`src/rtl/tlb_array.sv`:
```
// Fully-associative dual-page TLB held in flops: combinational search and read ports,
// plus synchronous write and INVTLB invalidate driven from the WB/CSR stage.
module tlb_array #(
  parameter int TLBNUM = 16,
  parameter int IDXW   = 4
) (
  input  logic            clk,
  input  logic            resetn,
  // search port
  input  logic [18:0]     s_vppn,
  input  logic            s_va_bit12,
  input  logic [9:0]      s_asid,
  output logic            s_found,
  output logic [IDXW-1:0] s_index,
  output logic [19:0]     s_ppn,
  output logic [5:0]      s_ps,
  output logic [1:0]      s_plv,
  output logic [1:0]      s_mat,
  output logic            s_d,
  output logic            s_v,
  // write port
  input  logic            we,
  input  logic [IDXW-1:0] w_index,
  input  logic            w_e,
  input  logic [18:0]     w_vppn,
  input  logic [5:0]      w_ps,
  input  logic [9:0]      w_asid,
  input  logic            w_g,
  input  logic [19:0]     w_ppn0,
  input  logic [1:0]      w_plv0,
  input  logic [1:0]      w_mat0,
  input  logic            w_d0,
  input  logic            w_v0,
  input  logic [19:0]     w_ppn1,
  input  logic [1:0]      w_plv1,
  input  logic [1:0]      w_mat1,
  input  logic            w_d1,
  input  logic            w_v1,
  // read port
  input  logic [IDXW-1:0] r_index,
  output logic            r_e,
  output logic [18:0]     r_vppn,
  output logic [5:0]      r_ps,
  output logic [9:0]      r_asid,
  output logic            r_g,
  output logic [19:0]     r_ppn0,
  output logic [1:0]      r_plv0,
  output logic [1:0]      r_mat0,
  output logic            r_d0,
  output logic            r_v0,
  output logic [19:0]     r_ppn1,
  output logic [1:0]      r_plv1,
  output logic [1:0]      r_mat1,
  output logic            r_d1,
  output logic            r_v1,
  // invalidate port
  input  logic            inv_valid,
  input  logic [4:0]      inv_op,
  input  logic [9:0]      inv_asid,
  input  logic [18:0]     inv_vppn
);

  typedef struct packed {
    logic        e;
    logic [18:0] vppn;
    logic [5:0]  ps;
    logic [9:0]  asid;
    logic        g;
    logic [19:0] ppn0;
    logic [1:0]  plv0;
    logic [1:0]  mat0;
    logic        d0;
    logic        v0;
    logic [19:0] ppn1;
    logic [1:0]  plv1;
    logic [1:0]  mat1;
    logic        d1;
    logic        v1;
  } tlb_entry_t;

  tlb_entry_t entry_q [TLBNUM];
  tlb_entry_t entry_d [TLBNUM];

  logic [TLBNUM-1:0] s_match;
  logic [TLBNUM-1:0] inv_hit;
  logic              hit_found;
  logic [IDXW-1:0]   hit_idx;
  tlb_entry_t        hit_entry;
  logic              hit_odd;

  // A 2MB entry (PS=21) compares only VPPN[18:9]; any other PS value is treated as 4KB.
  function automatic logic va_match(input tlb_entry_t ent, input logic [18:0] va);
    if (ent.ps == 6'd21) begin
      return ent.vppn[18:9] == va[18:9];
    end
    return ent.vppn == va;
  endfunction

  always_comb begin
    for (int i = 0; i < TLBNUM; i++) begin
      s_match[i] = entry_q[i].e & (entry_q[i].g | (entry_q[i].asid == s_asid)) &
                   va_match(entry_q[i], s_vppn);
    end
  end

  // Scanning downwards lets the lowest matching index overwrite any higher one.
  always_comb begin
    hit_found = 1'b0;
    hit_idx   = '0;
    for (int i = TLBNUM - 1; i >= 0; i--) begin
      if (s_match[i]) begin
        hit_found = 1'b1;
        hit_idx   = IDXW'(i);
      end
    end
  end

  assign hit_entry = entry_q[hit_idx];
  assign hit_odd   = (hit_entry.ps == 6'd21) ? s_vppn[8] : s_va_bit12;

  always_comb begin
    s_found = hit_found;
    s_index = '0;
    s_ppn   = '0;
    s_ps    = '0;
    s_plv   = '0;
    s_mat   = '0;
    s_d     = 1'b0;
    s_v     = 1'b0;
    if (hit_found) begin
      s_index = hit_idx;
      s_ps    = hit_entry.ps;
      s_ppn   = hit_odd ? hit_entry.ppn1 : hit_entry.ppn0;
      s_plv   = hit_odd ? hit_entry.plv1 : hit_entry.plv0;
      s_mat   = hit_odd ? hit_entry.mat1 : hit_entry.mat0;
      s_d     = hit_odd ? hit_entry.d1   : hit_entry.d0;
      s_v     = hit_odd ? hit_entry.v1   : hit_entry.v0;
    end
  end

  always_comb begin
    for (int i = 0; i < TLBNUM; i++) begin
      inv_hit[i] = 1'b0;
      if (inv_valid) begin
        case (inv_op)
          5'd0, 5'd1: inv_hit[i] = 1'b1;
          5'd2:       inv_hit[i] = entry_q[i].g;
          5'd3:       inv_hit[i] = ~entry_q[i].g;
          5'd4:       inv_hit[i] = ~entry_q[i].g & (entry_q[i].asid == inv_asid);
          5'd5:       inv_hit[i] = ~entry_q[i].g & (entry_q[i].asid == inv_asid) &
                                   va_match(entry_q[i], inv_vppn);
          5'd6:       inv_hit[i] = (entry_q[i].g | (entry_q[i].asid == inv_asid)) &
                                   va_match(entry_q[i], inv_vppn);
          default:    inv_hit[i] = 1'b0;
        endcase
      end
    end
  end

  // Invalidate first, then the write, so a same-cycle write fully defines its entry.
  always_comb begin
    for (int i = 0; i < TLBNUM; i++) begin
      entry_d[i] = entry_q[i];
      if (inv_hit[i]) begin
        entry_d[i].e = 1'b0;
      end
    end
    if (we) begin
      entry_d[w_index] = '{e: w_e, vppn: w_vppn, ps: w_ps, asid: w_asid, g: w_g,
                           ppn0: w_ppn0, plv0: w_plv0, mat0: w_mat0, d0: w_d0, v0: w_v0,
                           ppn1: w_ppn1, plv1: w_plv1, mat1: w_mat1, d1: w_d1, v1: w_v1};
    end
  end

  always_ff @(posedge clk or negedge resetn) begin
    if (!resetn) begin
      for (int i = 0; i < TLBNUM; i++) begin
        entry_q[i] <= '0;
      end
    end else begin
      for (int i = 0; i < TLBNUM; i++) begin
        entry_q[i] <= entry_d[i];
      end
    end
  end

  assign r_e    = entry_q[r_index].e;
  assign r_vppn = entry_q[r_index].vppn;
  assign r_ps   = entry_q[r_index].ps;
  assign r_asid = entry_q[r_index].asid;
  assign r_g    = entry_q[r_index].g;
  assign r_ppn0 = entry_q[r_index].ppn0;
  assign r_plv0 = entry_q[r_index].plv0;
  assign r_mat0 = entry_q[r_index].mat0;
  assign r_d0   = entry_q[r_index].d0;
  assign r_v0   = entry_q[r_index].v0;
  assign r_ppn1 = entry_q[r_index].ppn1;
  assign r_plv1 = entry_q[r_index].plv1;
  assign r_mat1 = entry_q[r_index].mat1;
  assign r_d1   = entry_q[r_index].d1;
  assign r_v1   = entry_q[r_index].v1;

endmodule

```
`config.mk`:
```
export PLATFORM = sky130hd
export DESIGN_NAME = tlb_array
export DESIGN_NICKNAME = d
export VERILOG_FILES = /design/src/rtl/tlb_array.sv
export SDC_FILE = /design/constraint.sdc
export NUM_CORES = 2
export LEC_CHECK = 0
export BUFFER_PORTS_ARGS = -buffer_cell sky130_fd_sc_hd__buf_2
export CELL_PAD_IN_SITES_DETAIL_PLACEMENT = 1
export CELL_PAD_IN_SITES_GLOBAL_PLACEMENT = 1
export CORE_MARGIN = 5
export CORE_UTILIZATION = 46
export CTS_CLUSTER_DIAMETER = 100
export DETAILED_ROUTE_END_ITERATION = 16
export PLACE_DENSITY_LB_ADDON = 0.1
export SYNTH_ARGS = -nofsm -noshare
export SYNTH_HDL_FRONTEND = slang
export SYNTH_SLANG_ARGS = --single-unit
```
`constraint.sdc`:
```
create_clock -name clk -period 11.6 [get_ports clk]
set_input_delay 2.32 -clock clk [delete_from_list [all_inputs] [get_ports clk]]
set_output_delay 2.32 -clock clk [all_outputs]
set_load 0.01 [all_outputs]
```
# Word-level counts from Yosys, hierarchy flattened
# Index checks and enable logic that the tools add are counted.
# totals
regBits	1424
word_cells	824
# classes
n_lt_le_gt_ge	4
eq_ne	119
n_mux	327
bitwise_logic	131
n_reduce_logical	3
# op_table
op	count
bitwise mux 1424 bit	1
2-to-1 mux 1424 bit	1
binary-select mux 89 bit (select 4 bit)	2
== test 10 bit	64
== test 19 bit	32
demux 89 bit (select 4 bit)	1
2-to-1 mux 1 bit	277
2-to-1 mux 89 bit	3
2-to-1 mux 69 bit	2
== test 6 x 5 -> 1 bit, second input constant	17
case mux 1 bit (6 select lines)	16
bitwise AND 1 bit	80
2-to-1 mux 4 bit	17
2-to-1 mux 20 bit	2
bitwise OR 1 bit	32
inverter 1 bit	16
== test 5 x 3 -> 1 bit, second input constant	3
>= comparator 5 bit, second input constant	3
inverter 4 -> 5 bit	3
== test 5 x 2 -> 1 bit, second input constant	2
2-to-1 mux 2 bit	4
2-to-1 mux 6 bit	1
== test 5 x 1 -> 1 bit, second input constant	1
logical NOT 5 bit	1
other kinds (3)	3

# Logic depth before layout (Yosys ltp)
# logic_depth
depth_word	28
depth_mapped	21

# Least setup slack after synthesis
# No wires, ideal clock.
# synth_timing
kind	input to output
start	in s_vppn[6]
end	out s_plv[0]
arrival_time_ns	6.172
required_time_ns	9.280
slack_ns	3.108
stages	20
path_buffers	5
cell_sequence	buf_4 -> buf_6 -> xor2_1 -> nor4_1 -> a31oi_1 -> or4_4 -> nand4_2 -> o221ai_4 -> and2_4 -> nor2_4 -> buf_4 -> mux2_2 -> o22ai_1 -> a21oi_2 -> and2_1 -> and4_4 -> buf_6 -> buf_6 -> or3_1 -> a21oi_1
# synth_between
elab_chain_cells	27
word_cells_on_any_way	88
cone_classes	17 x eq/ne; 54 x mux; 17 x bitwise
# synth_lines
item	line	source
start: declaration	10	input logic [18:0] s_vppn,
== test 19 bit	96	return ent.vppn == va;
2-to-1 mux 1 bit	96	
bitwise AND 1 bit	101	s_match[i] = entry_q[i].e & (entry_q[i].g | (entry_q[i].asid == s_asid)) &
2-to-1 mux 4 bit (16 in series)	111	if (s_match[i]) begin
inverter 4 -> 5 bit (not written as such)	118	assign hit_entry = entry_q[hit_idx];
binary-select mux 89 bit (select 4 bit)	118	
2-to-1 mux 69 bit (not written as such) (2 in series)	118	
== test 6 x 5 -> 1 bit	119	assign hit_odd = (hit_entry.ps == 6'd21) ? s_vppn[8] : s_va_bit12;
2-to-1 mux 1 bit	119	
2-to-1 mux 2 bit	134	s_plv = hit_odd ? hit_entry.plv1 : hit_entry.plv0;
2-to-1 mux 2 bit (*)	130	if (hit_found) begin
end: declaration	17	output logic [1:0] s_plv,
# Mark *: on every way between the ends. The rest lies on a longest branch, timed or not. The select of a mux whose other input is x is not followed.

# Worst setup path in the final report
# layout_timing
start	in s_asid[5]
end	out s_ppn[15]
# layout_between
elab_chain_cells	28
word_cells_on_any_way	104
cone_classes	17 x eq/ne; 38 x mux; 49 x bitwise
# layout_lines
item	line	source
start: declaration	12	input logic [9:0] s_asid,
== test 10 bit	101	
bitwise OR 1 bit	101	
bitwise AND 1 bit (2 in series)	101	
2-to-1 mux 4 bit (16 in series)	111	
inverter 4 -> 5 bit (not written as such)	118	
binary-select mux 89 bit (select 4 bit)	118	
2-to-1 mux 69 bit (not written as such) (2 in series)	118	
== test 6 x 5 -> 1 bit	119	
2-to-1 mux 1 bit	119	
2-to-1 mux 20 bit	133	s_ppn = hit_odd ? hit_entry.ppn1 : hit_entry.ppn0;
2-to-1 mux 20 bit (*)	130	
end: declaration	15	output logic [19:0] s_ppn,
# Marks and branches as above.

==> impl_results.md <==
* Pwr/cell area at 182 nW/um^2
* Flop2flop setup slack at 8.26 ns
* Sw Share at 32.0%
* Vias post-DR at 60,000
* Worst path arrival time at 8.61 ns
* Pins over their slew limit at 0
* Status: finished clean
* Worst-path fanout max at 34
* DRT Pass-1 Iters at 6
* Internal power at 0.0118 W
* Die H at 443 um
* Pleak at 37.9 nW
* Ys flop type: dfrtp_1
* Vias in the first global route at 63,600
* Sink Count at 1,424
* Root Buffer: clkbuf_16
* Net Switching at 0.00555 W
* Clock slew at reported path FFs at 0.06 ns
* Share of power burned in registers at 43.2%
* First-iteration detailed-routing DRC count at 5,051
* Pin count of the biggest net entering global routing at 168
* FF+latch count, synth at 1,424
* Nets at 6,885
* Slowest Stage Delay on Critical Path at 0.94 ns
* Postcts setup bufs at 0
* Top cell type's share of synthesized area at 41.4%
* Grt ovf at 0
* Max-cap viol count at 0
* WP buf/inv at 4
* Final Setup Violations at 0
* Critical path type: input port to output port
* Post-Syn Area at 86,100 um^2
* Commonest non-fill, non-tap cell in the layout: mux2_2
* Synth cell types at 72
* Area Growth Syn to Fin at 10.4%
* Post-DR wirelength/cell at 33.3 um
* Final core occ at 51.2%
* CP delay by family, top: compound AO/OA/AOI/OAI gates
* Final std cells w/o fill at 9,347
* RD Place Congestion at 0.940
* # placed instances at 9,031
* Net Count, Synth at 6,928
* Setup WS post-layout at 0.672 ns
* Aggregate negative setup slack at 0 ns
* Post-Place Worst Slack at 0.777 ns
* Initial antenna violation count at 38
* Vias per inst at 6.42
* Post-synthesis instance total at 6,763
* CTS buffer count at 167
* Longest Clk Path Bufs at 3
* Core area at 186,000 um^2
* # rows at 158
* Worst Skew at 0.0198 ns
* Comb pwr share at 25.4%
* Total Die Area at 196,000 um^2
* DP Wirelength at 198,000 um
* Fraction of registers with async set/reset at 100%
* Initial Util at 46.3%
* Post-synth EDFFs at 0
* Ys Warns at 0
* Crit path required time at 9.28 ns
* Sequential-to-total area share from yosys stat at 41.4%
* Most frequent cells in the layout: 1,548 x mux2_2, 1,424 x dfrtp_1, 500 x xor2_1
* Minimum clock period at 10.93 ns
* Cell taking the most area after synthesis: dfrtp_1
* # port buffers at 290
* Layout cells sized above 1 at 39.9%
* Worst Tran Pin Value at 1.19 ns
* Period Utilization, post-route at 94.2%
* First-pass GRT wire length at 460,000 um
* I/O Pins at 291
* DRC at 0
* Peak supply drop at 0.000152 V
* Fin. Hold Viols at 0
* Maximum level of the CTS H-tree at 4
* Post-DRT Antenna Nets at 0
* Final wirelength at 311,000 um
* Hold Path Class: register to register
* Critical Path Start Type: input port
* RSZ-0062 raised after global routing: no
* Relative slew slack at 19.9%
* GR Util All Layers at 31.4%
* Post-CTS Hold Fix Bufs at 0
* Max Fclk at 0.0915 GHz
* Clk Latency, worst-skew pair at 0.81 ns
* Synth Area per Inst at 12.7 um^2
* Worst setup EP type: output port
* TritonCTS clock tree: built
* Cell mode on critical path: nor4_1
* CP Cell Sequence: buf_2, xor2_1, nor4_1, a41oi_1, nor4_1, a21oi_1, o2bb2ai_4, buf_4, nor4_1, a311o_1, o21ai_1, o21ai_1, nor3_2, a31oi_4, buf_4, or3_1, a21oi_1, buf_2
* Die Wd at 443 um
* Clock share of power at 31.3%
* Cts repair resizes at 0
* Crit path max-delay cell type: nor4_1
* Main area contributors after synthesis: dfrtp_1 41%, mux2_2 20%, mux4_2 12%, xor2_1 5.1%, xnor2_1 4.5%
==> through the flow <==
step           hold slack, ns  total power [W]  cell area [um^2]
2_1_floorplan           0.485           0.0102             86100
3_3_place_gp            0.502           0.0117             89400
3_5_place_dp            0.510           0.0119             89400
4_1_cts                 0.523           0.0174             95000
5_1_grt                 0.542           0.0181             95100
6_report                0.518           0.0173             95100
==> kinds of logic after synthesis <==
kind of cell | share of synthesized area [%]
XOR/XNOR | 9.61
buffers and inverters | 3.12
multiplexers | 36.3
flip-flops | 41.4
AO/OA/AOI/OAI | 4.21
AND/OR/NAND/NOR | 5.36
==> Yosys cell counts (all sizes together), types with 5 or more instances <==
master,instances
or2,8
nor4,127
nand3,74
and3,10
nand3b,10
nor2b,57
or3,49
buf,183
nand4bb,7
mux2i,380
xor2,500
a21oi,137
and2,6
nor2,131
o31a,5
a41o,12
nor3,84
clkbuf,429
a31oi,32
a211oi,88
a31o,30
and4,6
nand2b,7
dfrtp,1424
mux4,445
o21ai,135
nor4bb,6
o211ai,58
nand4,121
a41oi,9
o31ai,23
nand2,124
mux2,1549
inv,7
nor3b,10
xnor2,445
==> worst paths after layout <==
| kind | start | end | depth (start not counted) |
|---|---|---|---|
| max in group asynchronous | resetn | asynchronous set/reset pin | 3 |
| worst min register to register | register | register | 1 |
| worst min-delay path | register | register | 1 |
| worst max-delay path | s_asid[5] | s_ppn[15] | 18 |
| min in group asynchronous | resetn | asynchronous set/reset pin | 1 |
| worst max register to register | register | entry_q[1245] | 10 |
==> final cells by class <==
type | count | area [um^2]
fillers | 18600 | 90800
multi-input cells | 4720 | 48000
flip-flops and latches | 1424 | 35600
clock buffers | 248 | 5030
well taps | 2480 | 3100
repair buffers | 400 | 2650
clock inverters | 51 | 613
diodes | 17 | 42.5
inverters | 7 | 26.3
==> per-layer routing <==
layer	vias up	track usage (%)	share of wire (%)
met4	18	12.6	4.3
li1	25100	-	-
met3	529	5.73	6.4
met2	1975	48.5	46
met1	32400	44.0	44
met5	-	0	0.038
==> power by group through the flow <==
stage               Combinational [W]  Clock, W  Sequential [W]
floorplan                     0.00324         0         0.00699
global placement              0.00427         0         0.00746
detailed placement            0.00438         0         0.00754
CTS                           0.00441   0.00554         0.00746
global route                  0.00475   0.00575         0.00763
finish                        0.00441   0.00543         0.00750
(Power assumes the default switching activity.)
